**config.mk**
```make
export PLATFORM = sky130hd
export DESIGN_NAME = drop_timer_flat
export DESIGN_NICKNAME = d
export VERILOG_FILES = /design/src/rtl/tetris_pkg.sv /design/src/rtl/drop_timer_if.sv /design/src/rtl/drop_period_lut.sv /design/src/rtl/drop_timer.sv /design/src/flat_wrapper.sv
export SDC_FILE = /design/constraint.sdc
export NUM_CORES = 1
export LEC_CHECK = 0
export ABC_AREA = 1
export CAP_MARGIN = 20
export CELL_PAD_IN_SITES_DETAIL_PLACEMENT = 2
export CELL_PAD_IN_SITES_GLOBAL_PLACEMENT = 2
export CORE_MARGIN = 1.5
export CORE_UTILIZATION = 34
export DETAILED_ROUTE_END_ITERATION = 16
export HOLD_SLACK_MARGIN = 0.15
export MAX_ROUTING_LAYER = met4
export PLACE_DENSITY_LB_ADDON = 0.1
export SLEW_MARGIN = 20
export SYNTH_ARGS = -nofsm -noshare
export SYNTH_HDL_FRONTEND = slang
export SYNTH_HIERARCHICAL = 1
export SYNTH_SLANG_ARGS = --single-unit
```
**constraint.sdc**
```tcl
create_clock -name clk100m -period 3.8 [get_ports clk100m]
set_input_delay 1.14 -clock clk100m [delete_from_list [all_inputs] [get_ports clk100m]]
set_output_delay 1.14 -clock clk100m [all_outputs]
set_load 0.05 [all_outputs]
```
**src/rtl/tetris_pkg.sv**
```systemverilog
// Shared constants and helpers for the Tetris game-logic blocks.
package tetris_pkg;

  localparam int LEVEL_W = 4;

  // Default speed profile, in milliseconds.
  localparam int unsigned DEF_BASE_MS = 1000;
  localparam int unsigned DEF_STEP_MS = 60;
  localparam int unsigned DEF_MIN_MS  = 100;
  localparam int unsigned DEF_FAST_MS = 50;

  // Milliseconds to clock cycles; the integer cycles-per-ms is taken first so
  // every period is an exact multiple of it.
  function automatic logic [63:0] ms_to_cycles(input int unsigned ms,
                                               input int unsigned clk_hz);
    return 64'(ms) * 64'(clk_hz / 1000);
  endfunction

  // Level-derived period in ms, clamped to min_ms without ever underflowing.
  function automatic int unsigned level_ms(input int unsigned lvl,
                                           input int unsigned base_ms,
                                           input int unsigned step_ms,
                                           input int unsigned min_ms);
    int unsigned d;
    d = lvl * step_ms;
    if (d >= base_ms || (base_ms - d) < min_ms) return min_ms;
    return base_ms - d;
  endfunction

endpackage

```
**src/rtl/drop_timer_if.sv**
```systemverilog
// Control/status bundle between the input logic, the drop timer and the
// piece-drop state machine.
interface drop_timer_if import tetris_pkg::*; #(
  parameter int TCNT_W = 16
) ();
  logic [LEVEL_W-1:0] level;
  logic               fast;
  logic               pause;
  logic               restart;
  logic               tick;
  logic               sq;
  logic [TCNT_W-1:0]  tick_cnt;

  // Controller side: drives speed/flow controls, consumes the timebase.
  modport master (output level, fast, pause, restart,
                  input  tick, sq, tick_cnt);
  // Timer side.
  modport slave  (input  level, fast, pause, restart,
                  output tick, sq, tick_cnt);
endinterface

```
**src/rtl/drop_period_lut.sv**
```systemverilog
// Combinational (level, fast) -> period-in-cycles map. The whole table is
// folded into constants at elaboration, so no multiplier is built.
module drop_period_lut import tetris_pkg::*; #(
  parameter int unsigned CLK_HZ  = 100_000_000,
  parameter int unsigned LEVELS  = 16,
  parameter int unsigned BASE_MS = DEF_BASE_MS,
  parameter int unsigned STEP_MS = DEF_STEP_MS,
  parameter int unsigned MIN_MS  = DEF_MIN_MS,
  parameter int unsigned FAST_MS = DEF_FAST_MS,
  parameter int          CNT_W   = 30
) (
  input  logic [LEVEL_W-1:0] i_level,
  input  logic               i_fast,
  output logic [CNT_W-1:0]   o_period
);

  localparam int NTAB = 2 ** LEVEL_W;
  localparam logic [CNT_W-1:0] FAST_P = CNT_W'(ms_to_cycles(FAST_MS, CLK_HZ));

  // One entry per encodable level; codes past LEVELS-1 repeat the top entry,
  // which gives the level saturation for free.
  logic [CNT_W-1:0] w_tab [NTAB];

  for (genvar g = 0; g < NTAB; g++) begin : g_tab
    localparam int unsigned LV = (32'(g) < LEVELS) ? 32'(g) : LEVELS - 1;
    assign w_tab[g] = CNT_W'(ms_to_cycles(level_ms(LV, BASE_MS, STEP_MS, MIN_MS),
                                          CLK_HZ));
  end

  assign o_period = i_fast ? FAST_P : w_tab[i_level];

endmodule

```
**src/rtl/drop_timer.sv**
```systemverilog
// Gravity timebase: one-cycle tick per level/soft-drop period, with pause,
// resynchronising restart, a 50% blink output and a tick counter.
module drop_timer import tetris_pkg::*; #(
  parameter int unsigned CLK_HZ  = 100_000_000,
  parameter int unsigned LEVELS  = 16,
  parameter int unsigned BASE_MS = DEF_BASE_MS,
  parameter int unsigned STEP_MS = DEF_STEP_MS,
  parameter int unsigned MIN_MS  = DEF_MIN_MS,
  parameter int unsigned FAST_MS = DEF_FAST_MS,
  parameter int          CNT_W   = 30,
  parameter int          TCNT_W  = 16
) (
  input  logic         clk100m,
  input  logic         rst_n,
  drop_timer_if.slave  bus
);

  // Level-0, non-fast period loaded by reset.
  localparam logic [CNT_W-1:0] P_RST =
    CNT_W'(ms_to_cycles(level_ms(0, BASE_MS, STEP_MS, MIN_MS), CLK_HZ));

  if ((64'(BASE_MS) * 64'(CLK_HZ) / 64'd1000) >= (64'd1 << CNT_W)) begin : g_cnt_w_chk
    $error("drop_timer: CNT_W too narrow for BASE_MS period");
  end
  if (MIN_MS < 1 || FAST_MS < 1) begin : g_ms_chk
    $error("drop_timer: MIN_MS and FAST_MS must be at least 1");
  end

  logic [CNT_W-1:0]  w_period;
  logic [CNT_W-1:0]  w_lim;
  logic [CNT_W-1:0]  r_period_q;
  logic [CNT_W-1:0]  r_count;
  logic              r_tick;
  logic              r_sq;
  logic [TCNT_W-1:0] r_tick_cnt;

  drop_period_lut #(
    .CLK_HZ (CLK_HZ),  .LEVELS (LEVELS),
    .BASE_MS(BASE_MS), .STEP_MS(STEP_MS),
    .MIN_MS (MIN_MS),  .FAST_MS(FAST_MS),
    .CNT_W  (CNT_W)
  ) u_lut (
    .i_level (bus.level),
    .i_fast  (bus.fast),
    .o_period(w_period)
  );

  // Register the period every cycle (restart/pause do not freeze it).
  always_ff @(posedge clk100m) begin
    if (!rst_n) r_period_q <= P_RST;
    else        r_period_q <= w_period;
  end

  // Greater-or-equal compare so a shortened period fires on the next edge
  // instead of waiting for the counter to wrap.
  assign w_lim = r_period_q - CNT_W'(1);

  // Period counter, tick pulse, blink toggle and tick count.
  always_ff @(posedge clk100m) begin
    if (!rst_n) begin
      r_count    <= '0;
      r_tick     <= 1'b0;
      r_sq       <= 1'b0;
      r_tick_cnt <= '0;
    end else if (bus.restart) begin
      r_count    <= '0;
      r_tick     <= 1'b0;
      r_tick_cnt <= '0;
    end else if (bus.pause) begin
      r_tick     <= 1'b0;
    end else if (r_count >= w_lim) begin
      r_count    <= '0;
      r_tick     <= 1'b1;
      r_sq       <= ~r_sq;
      r_tick_cnt <= r_tick_cnt + TCNT_W'(1);
    end else begin
      r_count    <= r_count + CNT_W'(1);
      r_tick     <= 1'b0;
    end
  end

  assign bus.tick     = r_tick;
  assign bus.sq       = r_sq;
  assign bus.tick_cnt = r_tick_cnt;

endmodule

```
**src/flat_wrapper.sv**
```systemverilog
// flat-port wrapper written by rule: the top's interface ports become plain ports
module drop_timer_flat import tetris_pkg::*;
#(
  parameter int unsigned CLK_HZ  = 100_000_000,
  parameter int unsigned LEVELS  = 16,
  parameter int unsigned BASE_MS = DEF_BASE_MS,
  parameter int unsigned STEP_MS = DEF_STEP_MS,
  parameter int unsigned MIN_MS  = DEF_MIN_MS,
  parameter int unsigned FAST_MS = DEF_FAST_MS,
  parameter int          CNT_W   = 30,
  parameter int          TCNT_W  = 16
)
  (clk100m, rst_n, bus_level, bus_fast, bus_pause, bus_restart, bus_tick, bus_sq, bus_tick_cnt);
  drop_timer_if #(.TCNT_W(TCNT_W)) bus_i ();
  input  logic clk100m;
  input  logic rst_n;
  input wire logic [$bits(bus_i.level)-1:0] bus_level;
  input wire logic [$bits(bus_i.fast)-1:0] bus_fast;
  input wire logic [$bits(bus_i.pause)-1:0] bus_pause;
  input wire logic [$bits(bus_i.restart)-1:0] bus_restart;
  output wire logic [$bits(bus_i.tick)-1:0] bus_tick;
  output wire logic [$bits(bus_i.sq)-1:0] bus_sq;
  output wire logic [$bits(bus_i.tick_cnt)-1:0] bus_tick_cnt;
  assign bus_i.level = bus_level;
  assign bus_i.fast = bus_fast;
  assign bus_i.pause = bus_pause;
  assign bus_i.restart = bus_restart;
  assign bus_tick = bus_i.tick;
  assign bus_sq = bus_i.sq;
  assign bus_tick_cnt = bus_i.tick_cnt;
  drop_timer #(.CLK_HZ(CLK_HZ), .LEVELS(LEVELS), .BASE_MS(BASE_MS), .STEP_MS(STEP_MS), .MIN_MS(MIN_MS), .FAST_MS(FAST_MS), .CNT_W(CNT_W), .TCNT_W(TCNT_W)) u_core (.clk100m(clk100m), .rst_n(rst_n), .bus(bus_i));
endmodule
```
==> results.py <==
metrics = {
    "logic_synthesis": {
        "yosys_register_bits": 78,
        "synth_flop_cell": "dfxtp_1",
        "yosysUniqueCellTypes": 39,
        "asyncSetResetFlopFracSynth_pct": 0,
        "yosysSeqAreaShare_pct": 29.70,
        "synth_most_common_cell": "nand2_1",
        "synth_edf_count": 0,
        "ys_warn_count": 6,
        "yosys-top-cells-count": "nand2_1 (178), nor2_1 (128), inv_1 (101)",
        "synth_cells": 784,
        "ys_top_cells_by_area": "dfxtp_1 (30%), nand2_1 (13%), ha_1 (10%), nor2_1 (9.1%), inv_1 (7.2%)",
        "netlist_area_sq_um": 5258,
        "synth_top_area_cell": "dfxtp_1",
        "synth_area_per_cell_sq_um": 6.706,
        "synth_top_area_share_pct": 29.70,
    },
    "place": {
        "dp_hpwl_mm": 13.34,
        "gp_congestion": 0.8554,
        "io_buffers": 26,
        "place_ws_ns": 0.1043,
    },
    "floorplan": {
        "start_util_pct": 34.71,
        "coreArea_sq_um": 15150,
        "die_y_microns": 127.4,
        "dieWidth_microns": 127.4,
        "dieArea_sq_um": 16220,
        "io_pins": 27,
        "core.rowCount": 45,
    },
    "sta": {
        "finalHoldViolations": 0,
        "finalClockSkew_ns": 0.01463,
        "tightest_slew_ns": 0.6545,
        "drv_slew": 0,
        "min_period_ns": 3.446,
        "period_share_pct": 90.69,
        "slew_headroom_pct": 56.23,
        "fin_tns_setup_ns": 0,
        "setup_viol": 0,
        "max_freq_mhz": 290.2,
        "setup_ws_ns": 0.3539,
        "rsz0062_at_grt": "false",
    },
    "clock_tree": {
        "cts_root_buf": "clkbuf_16",
        "cts_tree": "done",
        "clk_path_buf_depth": 2,
        "cts.sinks": 78,
        "numCtsBuffers": 9,
        "clk_pin_slew_ns": 0.07,
        "htree_levels": 3,
        "clk_latency_ns": 0.36,
    },
    "cells_and_area": {
        "fillCellCount": 1858,
        "fin_nets": 865,
        "diodes": 0,
        "syn_to_final_growth_pct": 14.52,
        "drive_above_1_share_pct": 8.913,
    },
    "grt": {
        "track_usage_pct": 22.67,
        "antenna_found_initial": 0,
        "grt_pass1_vias": 5589,
        "grt_pass1_wl_mm": 27.91,
        "grt_max_degree": 31,
        "overflow": 0,
    },
    "routing": {
        "drc": 0,
        "vias_per_cell": 4.931,
        "vias": 4966,
        "wl_mm": 16.69,
        "drtIter0Drc": 149,
        "drt-wirelength-per-cell_microns": 16.58,
        "dr.pass1.iters": 4,
        "postRouteAntennaNets": 0,
    },
    "setup_path": {
        "cp.required_ns": 4.09,
        "timing.rr.start": "u_core/r_period_q[0]$_SDFF_PN0_",
        "rrSetupSlack_ns": 0.35,
        "criticalPathCategory": "flop to flop",
        "path_max_fanout": 26,
        "worstPathArrival_ns": 3.74,
        "r2r-end": "u_core/r_count[3]$_SDFFE_PP0N_",
        "reg2regPathDepth": 23,
        "critPathLaunchType": "flop",
        "endpoint_kind": "flop",
    },
    "status": {
        "status": "finished clean",
    },
    "power": {
        "p_per_area_nw_per_um2": 320.0,
        "leakage_nw": 2.758,
        "ir_drop_uv": 197.9,
    },
    "min_path": {
        "min_to": "u_core/bus.tick_cnt[1]$_SDFFE_PP0P_",
        "min-delay-start": "u_core/bus.tick_cnt[1]$_SDFFE_PP0P_",
        "hp-class": "flop to flop",
        "whs_path_depth": 2,
    },
    "run": {
        "cap_violations": 0,
    },
}
stage by stage:
step	hold slack [ns]	instances	cell area, sq um	util, %	power (W)
final	0.5133	1007	6021	39.75	0.001926
after detailed placement	0.5078	990	5705	37.67	0.001104
after CTS	0.5179	1006	5988	39.54	0.001958
after global routing	0.5378	1007	6021	39.75	0.002024
after global placement	0.4893	990	5705	37.67	0.001090
after floorplan	0.4713	792	5288	-	0.001030
area by class of cell:
cell class	instances	area (sq um)	area share, %
tap	188	235.2	3.907
inverter	107	401.6	6.671
clock buffer	9	225.2	3.741
multi-input combinational	582	3184	52.89
clock inverter	7	57.56	0.9559
timing repair buffer	36	355.3	5.902
sequential	78	1562	25.94
cell families (layout without fill, tap and decap cells):
family / after synthesis / after routing / synth area share (%)
compound gates: 49 / 49 / 4.950
xor+xnor: 45 / 45 / 7.496
fa+ha+maj: 42 / 42 / 9.995
buf+inv: 132 / 159 / 10.64
flops: 78 / 78 / 29.70
other cells: 1 / 9 / 0.07133
simple gates: 437 / 437 / 37.15
worst max-delay path: stages, from the launching register on:
cell	delay (ns)
dfxtp_1	0.31
inv_1	0.09
ha_1	0.20
nand2_1	0.10
nor2_4	0.13
nand4_2	0.17
nor2_4	0.19
nand3_2	0.12
nor2_1	0.16
xor2_1	0.21
inv_1	0.07
ha_1	0.27
nand2_1	0.09
inv_1	0.04
nand2_1	0.06
nand2_1	0.06
a21oi_1	0.20
nand2_1	0.09
nor2_1	0.18
nand2_2	0.12
nand2_4	0.13
nand2_2	0.08
buf_12	0.20
a21oi_1	0.12
cells in the final DEF, fill, tap and decap left out, types with 10 or more instances in the layout:
cell type        Yosys  routed
nand2_1            178     178
nor2_1             128     127
inv_1              101     101
dfxtp_1             78      78
nand3_1             56      56
ha_1                42      42
xor2_1              32      32
a21oi_1             28      28
clkdlybuf4s50_1      0      26
nor3_1              18      18
or2_2               14      14
xnor2_1             13      13
nand2_2             11      10
o21ai_0             10      10
timing repair:
item | CTS | global route
gates resized for setup | 0 | 6
setup endpoints to repair | 0 | 47
hold endpoints to repair | 0 | 0
hold buffers | 0 | 0
setup buffers | 0 | 1
registers in the layout (all words and copies together) (netlist names):
name and cells:
u_core/bus.sq 1, u_core/bus.tick 1, u_core/bus.tick_cnt 16, u_core/r_count 30, u_core/r_period_q 30
report_power, final:
group	internal (W)	switching, W
Combinational	0.0000827	0.000143
Sequential	0.000838	0.0000211
Clock	0.000449	0.000392
layer usage:
metal	track usage (%)	up-vias	share of wire, %	wire length (microns)
met2	41.40	42	52	8689
met5	-	-	0	0
met1	25.46	2411	45	7429
met4	5.548	0	1.4	228
met3	4.188	19	2.1	346
li1	-	2494	-	-
worst max path at each step:
stage	from	end	slack, ns
6_report	u_core/r_period_q[0]$_SDFF_PN0_	u_core/r_count[3]$_SDFFE_PP0N_	0.35
2_1_floorplan	u_core/r_period_q[0]$_SDFF_PN0_	u_core/r_count[25]$_SDFFE_PP0N_	0.83
3_3_place_gp	u_core/r_period_q[0]$_SDFF_PN0_	u_core/bus.tick_cnt[15]$_SDFFE_PP0P_	0.40
4_1_cts	u_core/r_period_q[0]$_SDFF_PN0_	u_core/bus.tick_cnt[5]$_SDFFE_PP0P_	0.04
3_5_place_dp	u_core/r_period_q[0]$_SDFF_PN0_	u_core/bus.tick_cnt[5]$_SDFFE_PP0P_	0.10
5_1_grt	u_core/r_period_q[0]$_SDFF_PN0_	u_core/r_count[0]$_SDFFE_PP0N_	0.02
(Power assumes the default switching activity.)
==> RTL change 1 (same settings) <==
Reset style: asynchronous (`rst_n`), changed in 2 clocked blocks.
--- a/src/rtl/drop_timer.sv
+++ b/src/rtl/drop_timer.sv
@@ -48,3 +48,3 @@
   // Register the period every cycle (restart/pause do not freeze it).
-  always_ff @(posedge clk100m) begin
+  always_ff @(posedge clk100m or negedge rst_n) begin
     if (!rst_n) r_period_q <= P_RST;
@@ -58,3 +58,3 @@
   // Period counter, tick pulse, blink toggle and tick count.
-  always_ff @(posedge clk100m) begin
+  always_ff @(posedge clk100m or negedge rst_n) begin
     if (!rst_n) begin
Check against the original RTL: same outputs for any inputs over 10 cycles, from zero or initial values and one cycle with rst_n low; that may be too few to reach the edited logic, so the function may still have changed.
==> RTL change 1 against the original RTL <==
- wire length decreased by 4.8%
- sequential cell count unchanged
- first-iteration DRC count is 27% lower
- die area is 4.8% higher
- total power up 5.2%
- setup slack got worse by 0.013 ns
- non-clock buffer count is 5 lower
- sequential power grew 3.7%
- sequential share of layout area up 5.2 points
- via count is 2.7% lower
- critical path type unchanged
- area after synthesis is 4.9% higher
- critical endpoint is now u_core/bus.tick_cnt[6]$_DFFE_PN0P_
- final area increased by 4.9%
==> RTL change 1: results (changes against the original RTL) <==
stage	metric	value	unit	change
run_status	status	completed		
critical_path	R2R Setup Slk	0.34	ns	
logic_synthesis	Post-synth top cells	nand2_1, nor2_1, inv_1, dfrtp_1, nand3_1		
clock_network	CTS Buffer Depth	2		unchanged
power_and_ir_drop	internal power	1.48	mW	+8.0%
global_routing	global-route wire length before repair	27100	um	-2.9%
clock_network	post-CTS sizing	0		unchanged
placement	post-placement cell count	978		-1.2%
logic_synthesis	Netlist cell types	43		+10%
logic_synthesis	main area contributors after synthesis	dfrtp_1, nand2_1, ha_1		
hold_path	Hold Crit Start	u_core/bus.tick_cnt[15]$_DFFE_PN0P_		
clock_network	post-CTS setup buffer count	0		unchanged
final_layout	fillers	1933		+4.0%
drt	Detail Route Antenna Nets	0		unchanged
logic_synthesis	Async SR Flop Fraction	1.00		+1.00
clock_network	root buffer cell	clkbuf_16		
clock_network	Worst-path clk slew	0.06	ns	
logic_synthesis	syn_area_per_cell	7.44	sq um	+11%
critical_path	CP arrival	3.70	ns	-0.04 ns
hold_path	Min-Delay Path Class	reg2reg		
critical_path	CP delay by family, top	simple AND/OR/NAND/NOR gates		
drt	total routed wirelength	15900	um	-4.8%
final_layout	ant diodes	0		unchanged
logic_synthesis	Synth Flop Type	dfrtp_1		
power_and_ir_drop	leak pwr	3.05	nW	+11%
clock_network	clk_lat worst skew	0.35	ns	
sta	slew margin rel.	0.506		-0.0564
placement	RD Place Congestion	0.849		-0.77%
clock_network	CTS Buf Count	9		unchanged
critical_path	CP max stage cell	dfrtp_1		
critical_path	Worst Path Max Fanout	16		-38%
final_layout	ratio of cells with drive above 1 in the final layout	0.0913		+0.00213
global_routing	antenna violations before repair	0		unchanged
critical_path	CP max stage delay	0.36	ns	+0.05 ns
logic_synthesis	Seq/Total Area, Yosys	0.357		+0.0595
placement	Port Buf Inserts	26		unchanged
critical_path	Crit. Startpoint	u_core/r_period_q[0]$_DFF_PN0_		
drt	vias per cell	4.86		-1.4%
clock_network	H-tree lvl count	3		unchanged
power_and_ir_drop	VDD IR max	0.201	mV	+1.5%
global_routing	total track usage	0.213		-0.0136
drt	WL/cell	16.0	um	-3.5%
global_routing	largest net degree at the start of global routing	79		+150%
drt	First-pass DRT Iterations	4		unchanged
global_routing	vias in the first global route	5357		-4.2%
drt	First DRT Iteration DRCs	109		-27%
final_layout	Total Nets Final	824		-4.7%
placement	post-DP HPWL	12400	um	-6.7%
sta	Layout Skew	0.00818	ns	-0.00645 ns
logic_synthesis	Yosys warning count	6		unchanged
RTL change 1: changes by cell type after synthesis, moves of 7 or more:
cell | unedited run | this run
dfrtp_1 | 0 | 66
or2_2 | 14 | 2
a21oi_1 | 28 | 14
nor2_1 | 128 | 109
nor3_1 | 18 | 11
dfstp_2 | 0 | 12
dfxtp_1 | 78 | 0
inv_1 | 101 | 82
o21ai_0 | 10 | 19
nand2_1 | 178 | 194
RTL change 1: final timing paths:
path                       cells past startpoint                             endpoint
setup / recovery                              21   u_core/bus.tick_cnt[6]$_DFFE_PN0P_
hold / removal                                 2  u_core/bus.tick_cnt[15]$_DFFE_PN0P_
setup reg to reg                              21   u_core/bus.tick_cnt[6]$_DFFE_PN0P_
hold reg to reg                                2  u_core/bus.tick_cnt[15]$_DFFE_PN0P_
max in group asynchronous                      1      u_core/r_period_q[19]$_DFF_PN0_
min in group asynchronous                      1   u_core/bus.tick_cnt[7]$_DFFE_PN0P_
RTL change 1: cell families after synthesis:
family,synth area share
buffers and inverters,0.0846
other,0.000680
AO/OA/AOI/OAI,0.0424
AND/OR/NAND/NOR,0.343
flip-flops,0.357
adder cells (fa/ha/maj),0.0953
XOR/XNOR,0.0778
RTL change 1: area by class of cell:
type | instances | share of cell area
flip-flops and latches | 78 | 0.312
clock buffers | 11 | 0.0400
inverters | 87 | 0.0529
repair buffers | 31 | 0.0480
clock inverters | 5 | 0.00892
well taps | 216 | 0.0428
multi-input cells | 566 | 0.496
RTL change 1: metrics by stage:
step | power, mW | hold slack, ns | cell area, sq um | setup WS [ns] | utilization
after floorplan | 1.05 | 0.496 | 5550 | 0.914 | -
after global placement | 1.12 | 0.474 | 5970 | 0.357 | 0.376
after detailed placement | 1.13 | 0.517 | 5970 | 0.0707 | 0.376
after CTS | 2.06 | 0.531 | 6280 | 0.0439 | 0.396
after global routing | 2.13 | 0.558 | 6310 | 0.00991 | 0.397
final | 2.03 | 0.519 | 6310 | 0.341 | 0.397
RTL change 1: layer usage:
metal / part of all wire / vias up / GRT usage / wire, um
li1: - / 2379 / - / -
met1: 0.47 / 2413 / 0.259 / 7450
met2: 0.50 / 31 / 0.370 / 7970
met3: 0.018 / 11 / 0.0354 / 293
met4: 0.011 / 0 / 0.0524 / 182
met5: 0 / - / - / 0
RTL change 1: power by group through the flow:
| stage | clock (mW) | sequential (mW) | combinational, mW |
|---|---|---|---|
| global route | 0.972 | 0.895 | 0.258 |
| finish | 0.911 | 0.891 | 0.224 |
| detailed placement | 0 | 0.906 | 0.227 |
| global placement | 0 | 0.905 | 0.215 |
| floorplan | 0 | 0.898 | 0.148 |
| CTS | 0.940 | 0.891 | 0.229 |
==> RTL change 2 (same flow settings) <==
Without the edit above. `TCNT_W` is set to 16 in 3 places; all go to 24.
--- a/src/rtl/drop_timer_if.sv
+++ b/src/rtl/drop_timer_if.sv
@@ -3,3 +3,3 @@
 interface drop_timer_if import tetris_pkg::*; #(
-  parameter int TCNT_W = 16
+  parameter int TCNT_W = 24
 ) ();
--- a/src/rtl/drop_timer.sv
+++ b/src/rtl/drop_timer.sv
@@ -10,3 +10,3 @@
   parameter int          CNT_W   = 30,
-  parameter int          TCNT_W  = 16
+  parameter int          TCNT_W  = 24
 ) (
--- a/src/flat_wrapper.sv
+++ b/src/flat_wrapper.sv
@@ -10,3 +10,3 @@
   parameter int          CNT_W   = 30,
-  parameter int          TCNT_W  = 16
+  parameter int          TCNT_W  = 24
 )
Interface: changed (resized bus_tick_cnt); port bits go from 27 to 35. No check against the original RTL was run, so the function may have changed too.
==> RTL change 2 against the original RTL <==
- core utilization is essentially flat
- critical endpoint is now u_core/bus.tick_cnt[17]$_SDFFE_PP0P_
- largest cell class unchanged
- final area grew 9.5%
- synthesized cell count grew 7.8%
- critical path type unchanged
- setup slack gained 0.061 ns
- wire length grew 7.4%
- sequential cell count grew 8
- clock power grew 15%
- hold slack gained 0.0084 ns
- total power grew 11%
- area after synthesis grew 9.9%
- non-clock buffer count grew 4
==> RTL change 2: results (changes against the original RTL) <==
stage	metric	value	unit	change
run_status	status	completed		
hold_path	WHS Endpoint	u_core/r_count[18]$_SDFFE_PP0N_		
drt	met2 wire length	8980	um	+3.3%
logic_synthesis	Synth Area in Compound Gates	0.0524		+0.00288
logic_synthesis	adder-cell area share of the yosys netlist	0.0909		-0.00904
critical_path	worst reg2reg path startpoint	u_core/r_period_q[5]$_SDFF_PN0_		
placement	post-place instance area	0.00626	sq mm	+9.8%
critical_path	worst reg2reg path depth	20		-13%
placement	post-placement cell count	1086		+9.7%
placement	Port Buf Inserts	34		+31%
drt	WL/cell	16.3	um	-1.9%
critical_path	CP max stage delay	0.36	ns	+0.05 ns
power_and_ir_drop	P_sw	0.542	mW	-2.6%
final_layout	ratio of cells with drive above 1 in the final layout	0.0941		+0.00497
drt	M1 WL	8310	um	+12%
sta	Layout Skew	0.00905	ns	-0.00558 ns
logic_synthesis	Yosys warning count	6		unchanged
power_and_ir_drop	Seq power	0.943	mW	+9.8%
critical_path	R2R Setup Slk	0.41	ns	+0.06 ns
drt	detailed-route via count	5375		+8.2%
global_routing	largest net degree at the start of global routing	48		+55%
logic_synthesis	Post-synth top cells	nand2_1, nor2_1, inv_1, dfxtp_1, nand3_1		
power_and_ir_drop	VDD IR max	0.260	mV	+31%
logic_synthesis	Seq/Total Area, Yosys	0.298		+0.000834
hold_path	Hold Crit Start	u_core/r_count[18]$_SDFFE_PP0N_		
global_routing	total track usage	0.222		-0.00491
final_layout	fillers	2059		+11%
drt	routed wire length on met3	284	um	-18%
logic_synthesis	syn_area_per_cell	6.84	sq um	+2.0%
logic_synthesis	xor/xnor share of the synthesized area	0.0727		-0.00224
placement	RD Place Congestion	0.865		+1.1%
power_and_ir_drop	leak pwr	2.94	nW	+6.4%
sta	Hold Slack	0.522	ns	+0.00844 ns
power_and_ir_drop	internal power	1.60	mW	+16%
-- RTL change 2: cell count changes after synthesis, sizes merged, moves of 2 or more --
| cell | change |
|---|---|
| nand3 | +8 |
| dfxtp | +8 |
| or2 | -2 |
| nor3 | +4 |
| nand4 | +6 |
| buf | +2 |
| nand2 | +18 |
| xnor2 | +4 |
| o21ai | -3 |
| a21oi | +9 |
| inv | +2 |
| nor2 | +6 |
-- RTL change 2: routing by layer --
| layer | vias to the layer above | track usage |
|---|---|---|
| li1 | 2707 | - |
| met1 | 2603 | 0.266 |
| met2 | 41 | 0.386 |
| met3 | 24 | 0.0293 |
| met4 | 0 | 0.0694 |
| met5 | - | - |
-- RTL change 2: area by class of cell --
cell class | instances | area, sq um | area share
multi-input combinational | 631 | 3480 | 0.528
sequential | 86 | 1720 | 0.261
tap | 220 | 275 | 0.0417
clock buffer | 12 | 246 | 0.0374
clock inverter | 4 | 70.1 | 0.0106
inverter | 109 | 409 | 0.0620
timing repair buffer | 40 | 393 | 0.0596
